### src/rtl/modulation_segment_accumulate_if.sv
// modulation_segment_accumulate_if: symbol request, segment stream and result bus
//   start/input_bit/zero  : symbol request and sign operands (master -> slave)
//   segment_in/seg_valid  : signed segment stream (master -> slave)
//   result/valid/busy/overflow/error : symbol outcome and status (slave -> master)
interface modulation_segment_accumulate_if;
   logic        start;
   logic [31:0] input_bit;
   logic [31:0] zero;
   logic [31:0] segment_in;
   logic        seg_valid;
   logic [31:0] result;
   logic        valid;
   logic        busy;
   logic        overflow;
   logic        error;
   modport master (output start, input_bit, zero, segment_in, seg_valid,
                   input result, valid, busy, overflow, error);
   modport slave (input start, input_bit, zero, segment_in, seg_valid,
                  output result, valid, busy, overflow, error);
endinterface

### src/rtl/modulation_segment_accumulate.sv
// modulation_segment_accumulate: sums NUM_SEG signed segments per symbol with a latched sign and saturation
//   clk   : rising-edge clock
//   reset : asynchronous active-low reset
//   bus   : request, segment stream and result/status signals (slave side)
module modulation_segment_accumulate #(
   parameter int NUM_SEG = 4,
   parameter int TIMEOUT = 64
) (
   input logic clk,
   input logic reset,
   modulation_segment_accumulate_if.slave bus
);
   localparam int SW = $clog2(NUM_SEG);
   localparam int TW = $clog2(TIMEOUT);
   localparam logic [SW-1:0] SEG_LAST = SW'(NUM_SEG - 1);
   localparam logic [TW-1:0] IDLE_LAST = TW'(TIMEOUT - 1);
   typedef enum logic [1:0] {IDLE, COLLECT, DONE, ABORT} state_t;
   state_t state;
   logic neg;
   logic [31:0] acc;
   logic [SW-1:0] seg_cnt;
   logic [TW-1:0] idle_cnt;
   logic neg_ovf;
   logic sat_ovf;
   logic [31:0] term;
   logic [33:0] sum;
   logic [31:0] acc_nx;
   // Negating the most negative word cannot be represented, so it clamps and counts as overflow.
   always_comb begin
      neg_ovf = neg && bus.segment_in == 32'h8000_0000;
      term = !neg ? bus.segment_in : neg_ovf ? 32'h7FFF_FFFF : -bus.segment_in;
      sum = {{2{acc[31]}}, acc} + {{2{term[31]}}, term};
      sat_ovf = sum[33:31] != 3'b000 && sum[33:31] != 3'b111;
      acc_nx = !sat_ovf ? sum[31:0] : sum[33] ? 32'h8000_0000 : 32'h7FFF_FFFF;
   end
   always_ff @(posedge clk or negedge reset) begin
      if (!reset) begin
         state <= IDLE;
         neg <= 1'b0;
         acc <= '0;
         seg_cnt <= '0;
         idle_cnt <= '0;
         bus.result <= '0;
         bus.valid <= 1'b0;
         bus.busy <= 1'b0;
         bus.overflow <= 1'b0;
         bus.error <= 1'b0;
      end else begin
         bus.valid <= 1'b0;
         bus.error <= 1'b0;
         case (state)
            IDLE: if (bus.start) begin
               neg <= bus.input_bit == bus.zero;
               acc <= '0;
               seg_cnt <= '0;
               idle_cnt <= '0;
               bus.overflow <= 1'b0;
               bus.busy <= 1'b1;
               state <= COLLECT;
            end
            COLLECT: if (bus.seg_valid) begin
               acc <= acc_nx;
               bus.overflow <= bus.overflow | neg_ovf | sat_ovf;
               seg_cnt <= seg_cnt + 1'b1;
               idle_cnt <= '0;
               // Outputs are registered on the final beat so valid/result appear in the DONE cycle.
               if (seg_cnt == SEG_LAST) begin
                  bus.result <= acc_nx;
                  bus.valid <= 1'b1;
                  bus.busy <= 1'b0;
                  state <= DONE;
               end
            end else if (idle_cnt == IDLE_LAST) begin
               bus.error <= 1'b1;
               bus.busy <= 1'b0;
               state <= ABORT;
            end else begin
               idle_cnt <= idle_cnt + 1'b1;
            end
            default: state <= IDLE;
         endcase
      end
   end
endmodule
### src/flat_wrapper.sv
// flat-port wrapper written by rule: the top's interface ports become plain ports
module modulation_segment_accumulate_flat 
#(
   parameter int NUM_SEG = 4,
   parameter int TIMEOUT = 64
)
  (clk, reset, bus_start, bus_input_bit, bus_zero, bus_segment_in, bus_seg_valid, bus_result, bus_valid, bus_busy, bus_overflow, bus_error);
  modulation_segment_accumulate_if bus_i ();
  input logic clk;
  input logic reset;
  input wire logic [$bits(bus_i.start)-1:0] bus_start;
  input wire logic [$bits(bus_i.input_bit)-1:0] bus_input_bit;
  input wire logic [$bits(bus_i.zero)-1:0] bus_zero;
  input wire logic [$bits(bus_i.segment_in)-1:0] bus_segment_in;
  input wire logic [$bits(bus_i.seg_valid)-1:0] bus_seg_valid;
  output wire logic [$bits(bus_i.result)-1:0] bus_result;
  output wire logic [$bits(bus_i.valid)-1:0] bus_valid;
  output wire logic [$bits(bus_i.busy)-1:0] bus_busy;
  output wire logic [$bits(bus_i.overflow)-1:0] bus_overflow;
  output wire logic [$bits(bus_i.error)-1:0] bus_error;
  assign bus_i.start = bus_start;
  assign bus_i.input_bit = bus_input_bit;
  assign bus_i.zero = bus_zero;
  assign bus_i.segment_in = bus_segment_in;
  assign bus_i.seg_valid = bus_seg_valid;
  assign bus_result = bus_i.result;
  assign bus_valid = bus_i.valid;
  assign bus_busy = bus_i.busy;
  assign bus_overflow = bus_i.overflow;
  assign bus_error = bus_i.error;
  modulation_segment_accumulate #(.NUM_SEG(NUM_SEG), .TIMEOUT(TIMEOUT)) u_core (.clk(clk), .reset(reset), .bus(bus_i));
endmodule
### config.mk
export PLATFORM = sky130hd
export DESIGN_NAME = modulation_segment_accumulate_flat
export DESIGN_NICKNAME = d
export VERILOG_FILES = /design/src/rtl/modulation_segment_accumulate_if.sv /design/src/rtl/modulation_segment_accumulate.sv /design/src/flat_wrapper.sv
export SDC_FILE = /design/constraint.sdc
export NUM_CORES = 1
export LEC_CHECK = 0
export ABC_AREA = 1
export BUFFER_PORTS_ARGS = -buffer_cell sky130_fd_sc_hd__buf_2
export CAP_MARGIN = 20
export CORE_MARGIN = 4
export CORE_UTILIZATION = 30
export CTS_BUF_LIST = sky130_fd_sc_hd__clkbuf_16
export DETAILED_ROUTE_END_ITERATION = 10
export MAX_ROUTING_LAYER = met4
export PLACE_DENSITY = 0.52
export RECOVER_POWER = 50
export SETUP_SLACK_MARGIN = 0.1
export SLEW_MARGIN = 5
export SYNTH_ARGS = -nofsm -noshare
export SYNTH_HDL_FRONTEND = slang
export SYNTH_SLANG_ARGS = --single-unit
### constraint.sdc
create_clock -name clk -period 5.93 [get_ports clk]
set_input_delay 1.186 -clock clk [delete_from_list [all_inputs] [get_ports clk]]
set_output_delay 1.186 -clock clk [all_outputs]
set_load 0.03 [all_outputs]
# After elaboration in Yosys (flattened, before gate mapping)

Index checks and enable logic that the tools add are counted.

Register bits: 79
Input bits: 100
Output and inout bits: 36

Add/subtract/negate cells: 4
Equal/unequal tests: 11
Mux-type cells: 33
Bitwise operators: 2
Reductions and logical operators: 11

Operator list:

| kind                   | number |
|---|---|
| $mux W32               | 6 |
| $pmux W32 S2           | 1 |
| $add A32 B32 Y33       | 1 |
| $eq A32 B32 Y1         | 1 |
| $eq A32 B32 Y1 const B | 1 |
| $neg A32 Y32           | 1 |
| $mux W6                | 3 |
| $mux W1                | 12 |
| $mux W2                | 6 |
| $pmux W6 S2            | 1 |
| $reduce_and A3 Y1      | 4 |
| $pmux W2 S2            | 2 |
| $add A6 B1 Y6 const B  | 1 |
| $eq A6 B6 Y1 const B   | 1 |
| $ne A3 B2 Y1 const B   | 2 |
| $ne A3 B3 Y1 const B   | 2 |
| $ne A2 B2 Y1 const B   | 2 |
| $pmux W1 S2            | 2 |
| $reduce_and A4 Y1      | 1 |
| $reduce_bool A3 Y1     | 1 |
| $add A2 B1 Y2 const B  | 1 |
| $eq A2 B1 Y1 const B   | 1 |
| $eq A2 B2 Y1 const B   | 1 |
| $logic_and A1 B1 Y1    | 2 |
| 4 further kinds        | 5 |

# Logic depth before layout (Yosys ltp)

Word-level depth: 10
Depth in mapped cells: 29
Gate-level depth less buffers: 28

# Worst setup path before layout

Ideal clock, no wire load.

Path kind: input -> register
From: input port bus_segment_in[3]
To: register u_core.acc[5]
Data arrival time: 3968 ps
Required time: 5813 ps
Setup slack: 1845 ps
Stages: 26
Buffers on the path: 1
Cells stage by stage: or2_1 > nor4_4 > nand2_2 > nor2_1 > nand2_1 > o21ai_1 > nor2_1 > nor2_1 > inv_1 > ha_1 > nand2_1 > inv_1 > nand2_1 > and2_1 > nand2_1 > a21oi_1 > nand2_1 > nand2_1 > nand2_2 > inv_2 > nand2_4 > buf_6 > nand2_1 > nand2_1 > nand2_1 > nand2_1

Longest elaborated chain between the ends: 10

Ends and longest elaborated chain:

| item                                                                 | line                                | source |
|---|---|---|
| start: declaration                                                   | flat_wrapper.sv:14                  | `input wire logic [$bits(bus_i.segment_in)-1:0] bus_segment_in;` |
| parallel branches: the longest is 3 deep, another holds $neg A32 Y32 | --                                  |  |
| $mux W32 *                                                           | modulation_segment_accumulate.sv:31 | `term = !neg ? bus.segment_in : neg_ovf ? 32'h7FFF_FFFF : -bus.segment_in;` |
| $add A32 B32 Y33 *                                                   | modulation_segment_accumulate.sv:32 | `sum = {{2{acc[31]}}, acc} + {{2{term[31]}}, term};` |
| $ne A3 B3 Y1 or $reduce_bool A3 Y1 (tied branches)                   | modulation_segment_accumulate.sv:33 | `sat_ovf = sum[33:31] != 3'b000 && sum[33:31] != 3'b111;` |
| $logic_and A1 B1 Y1                                                  | modulation_segment_accumulate.sv:33 |  |
| $mux W32 *                                                           | modulation_segment_accumulate.sv:34 | `acc_nx = !sat_ovf ? sum[31:0] : sum[33] ? 32'h8000_0000 : 32'h7FFF_FFFF;` |
| $mux W32 *                                                           | modulation_segment_accumulate.sv:61 | `COLLECT: if (bus.seg_valid) begin` |
| $pmux W32 S2 *                                                       | modulation_segment_accumulate.sv:51 | `case (state)` |
| end signal: assignment                                               | modulation_segment_accumulate.sv:62 | `acc <= acc_nx;` |
| end: declaration                                                     | modulation_segment_accumulate.sv:20 | `logic [31:0] acc;` |

Mark *: on every way between the ends. The select of a mux whose other input is x is not followed.
A chain may end at the register's enable or synchronous reset.

# Worst setup path after layout

From: input port bus_segment_in[13]
To: register u_core.acc[25]

The elaborated chain is that of the path after synthesis.

==> summary.txt <==
Design Area, Final: 8397 µm²
Root Driver: clkbuf_16
worst hold endpoint: u_core.bus.result[3]$_DFFE_PN0P_
reg2reg setup slack: 1.49 ns
RR Endpoint: u_core.acc[25]$_DFFE_PN0P_
die width: 161.7 µm
# rows: 55
Fmax achieved: 0.1970 GHz
drt total wl: 22010 µm
dpl cell area: 8107 µm²
Yosys cell types: 44
total core area: 22920 µm²
Hold Fails Final Rpt: 0
Seq/Total Area, Yosys: 27.89%
most frequent cells in the layout: nand2_1, inv_1, buf_2, nor2_1, dfrtp_1
crit path max fanout: 29
setup tns final: 0 ns
global route overflow: 0
Layout fillers: 2596
Hold Path Stages: 2
Non-Filler Instances: 1589
diode count: 0
initial antenna violation count: 0
largest net degree at the start of global routing: 80
Syn Nets: 1279
Inst Count DP: 1572
P per Cell Area: 471.7 nW/µm²
Critical Path RT: 6.17 ns
vias in the first global route: 7060
YS warnings: 0
global-route wire length before repair: 35980 µm
clock skew: 0.007960 ns
largest family of logic cells by synthesized area: simple AND/OR/NAND/NOR gates
setup bufs post-CTS: 0
Max stage delay on crit path: 0.51 ns
CP max-delay cell: nand3_2
CP arrival: 5.31 ns
setup violators final: 0
Reg2Reg Depth: 20
routed length per instance: 13.85 µm
min-delay src: u_core.bus.result[3]$_DFFE_PN0P_
die footprint: 26160 µm²
Tmin final: 5.077 ns
Relative slew margins: -79.35%
share of layout cells above drive strength 1: 13.79%
Detailed Route Iter0 Violations: 393
CP Capture Type: flop
TritonRoute pass-1 iters: 7
crit-path cells: buf_2, inv_1, nand2_1, nor3_2, nand4_4, nor4_4, nand3_2, nand3_1, ha_1, nand2_1, inv_1, nand2_1, nand2_1, a21oi_1, nand2_2, nand2_1, nand2_1, nand2_1, nand2_2, nand2_2, buf_4, o21ai_1, nand2_1, nand2_1
Top FF cell, synth: dfrtp_1
P_leak: 4.710 nW
nets: 1407
area delta synth->final: 18.44%
RSZ-0062 raised after global routing: false
CP most frequent cell: nand2_1
TritonCTS clock tree: yes
Netlist Area Pre-Place: 7089 µm²
post-route ant nets: 0
post-synthesis cell count: 1143
max-cap violation count: 4
Resized Gates After CTS: 0
initial core utilization: 30.94%
die height: 161.7 µm
Final Wtd Congestion: 0.9181
status: finished with violations
crit path kind: in2reg
r2r startpoint: u_core.neg$_DFFE_PN0P_
most common cell after layout, fill and taps aside: nand2_1
synthesized-area fraction occupied by adder cells: 6.460%
Post-Synth XOR/XNOR Area: 6.671%
Synth Area in Simple Gates: 42.36%
DRC: 0
Worst VDD drop: 0.3372 mV
Worst-path clk slew: 0.06 ns
number of synthesized flops with an enable pin: 0
clock latency on the worst-skew pair: 0.36 ns
Post-DP HPWL: 17540 µm
vias after detailed routing: 7236
hold crit path type: reg2reg
htree depth: 3
TritonCTS buffer count: 9
share of flip-flops with an asynchronous set or reset: 100.0%
sequential cell area: 1977 µm²
period utilization: 85.62%
Synth Area in Compound Gates: 7.819%
synthesized flop and latch total: 79
Worst Setup Start Kind: input port
Avg Synthesized Cell Area: 6.202 µm²
Slew Limit Fails: 156
port bufs: 135
violated checks: capacitance limit, slew limit
Max clock buf depth: 2
vias per std cell: 4.554
mux share of post-synthesis cell area: 0%
IO Pins: 136
# hold bufs at CTS: 0
Finished Core Util: 36.64%
clock sink total: 79
worst-margin pin slew: 2.690 ns
area of the multi-input gates: 4488 µm²
Total GRT Usage: 17.60%
## sequential cells by signal, summed over array words and instances (netlist names)
register             flops
u_core.state             2
u_core.idle_cnt          6
u_core.bus.result       32
u_core.neg               1
u_core.bus.overflow      1
u_core.bus.valid         1
u_core.acc              32
u_core.bus.busy          1
u_core.seg_cnt           2
u_core.bus.error         1
## routing by layer
layer  track usage [%]  routed length, µm  vias up
met3             3.324                874       17
met5                 -                  0        -
met2             29.50              10440      142
met4             3.614                272        0
li1                  -                  -     3839
met1             22.37              10420     3238
## cell usage after synthesis (6+ instances only)
library cell	n	share of area [%]
a21oi_1	38	2.7
a31oi_1	7	0.62
clkbuf_1	17	0.90
dfrtp_1	79	28
ha_1	35	6.2
inv_1	129	6.8
nand2_1	495	26
nand2_2	6	0.53
nand3_1	49	3.5
nand4_1	10	0.88
nor2_1	95	5.0
nor3_1	24	1.7
nor4_1	6	0.53
o21ai_0	27	1.9
o21bai_1	10	1.1
or2_2	7	0.62
xnor2_1	28	3.5
xor2_1	26	3.2
## cell type report
type | count | area share [%]
Clock buffer | 9 | 2.682
Clock inverter | 7 | 1.058
Inverter | 135 | 6.035
Multi-Input combinational cell | 904 | 53.45
Sequential cell | 79 | 23.54
Tap cell | 313 | 4.664
Timing Repair Buffer | 142 | 8.568
## report_power, final
| group | internal, mW | switching (mW) | total, mW |
|---|---|---|---|
| clock network | 0.365 | 0.232 | 0.598 |
| logic | 0.792 | 1.66 | 2.45 |
| registers | 0.768 | 0.147 | 0.916 |
## through the flow
stage / hold slack (ns) / setup slack, ns / power, mW
global placement: 0.4599 / 0.5290 / 3.386
detailed placement: 0.4594 / 0.5314 / 3.393
floorplan: 0.4553 / 1.845 / 2.745
global route: 0.4963 / 0.4090 / 4.397
CTS: 0.4775 / 0.8928 / 4.021
finish: 0.4718 / 0.8528 / 3.961
## how the worst max path moves through the flow
stage	end	slack (ns)	from	cells past startpoint
3_5_place_dp	u_core.bus.result[25]$_DFFE_PN0P_	0.53	bus_segment_in[13]	24
5_1_grt	u_core.seg_cnt[0]$_DFFE_PN0P_	0.41	reset	2
3_3_place_gp	u_core.bus.result[1]$_DFFE_PN0P_	0.53	bus_segment_in[13]	24
2_1_floorplan	u_core.acc[5]$_DFFE_PN0P_	1.85	bus_segment_in[3]	26
4_1_cts	u_core.bus.result[25]$_DFFE_PN0P_	0.89	bus_segment_in[13]	24
6_report	u_core.acc[25]$_DFFE_PN0P_	0.85	bus_segment_in[13]	24
## kinds of logic (layout without fill, tap and decap cells)
logic type      count (synthesis)  after routing
simple gates                  717            717
buf+inv                       160            293
compound gates                 97             97
flops                          79             79
xor+xnor                       54             54
fa+ha+maj                      36             36
## worst max-delay path, delay by kind of cell
kind	cells	cell delay [ns]
buf+inv	4	0.57
simple gates	17	2.92
compound gates	2	0.31
fa+ha+maj	1	0.33
No activity file was read; power rests on OpenSTA's default activity.
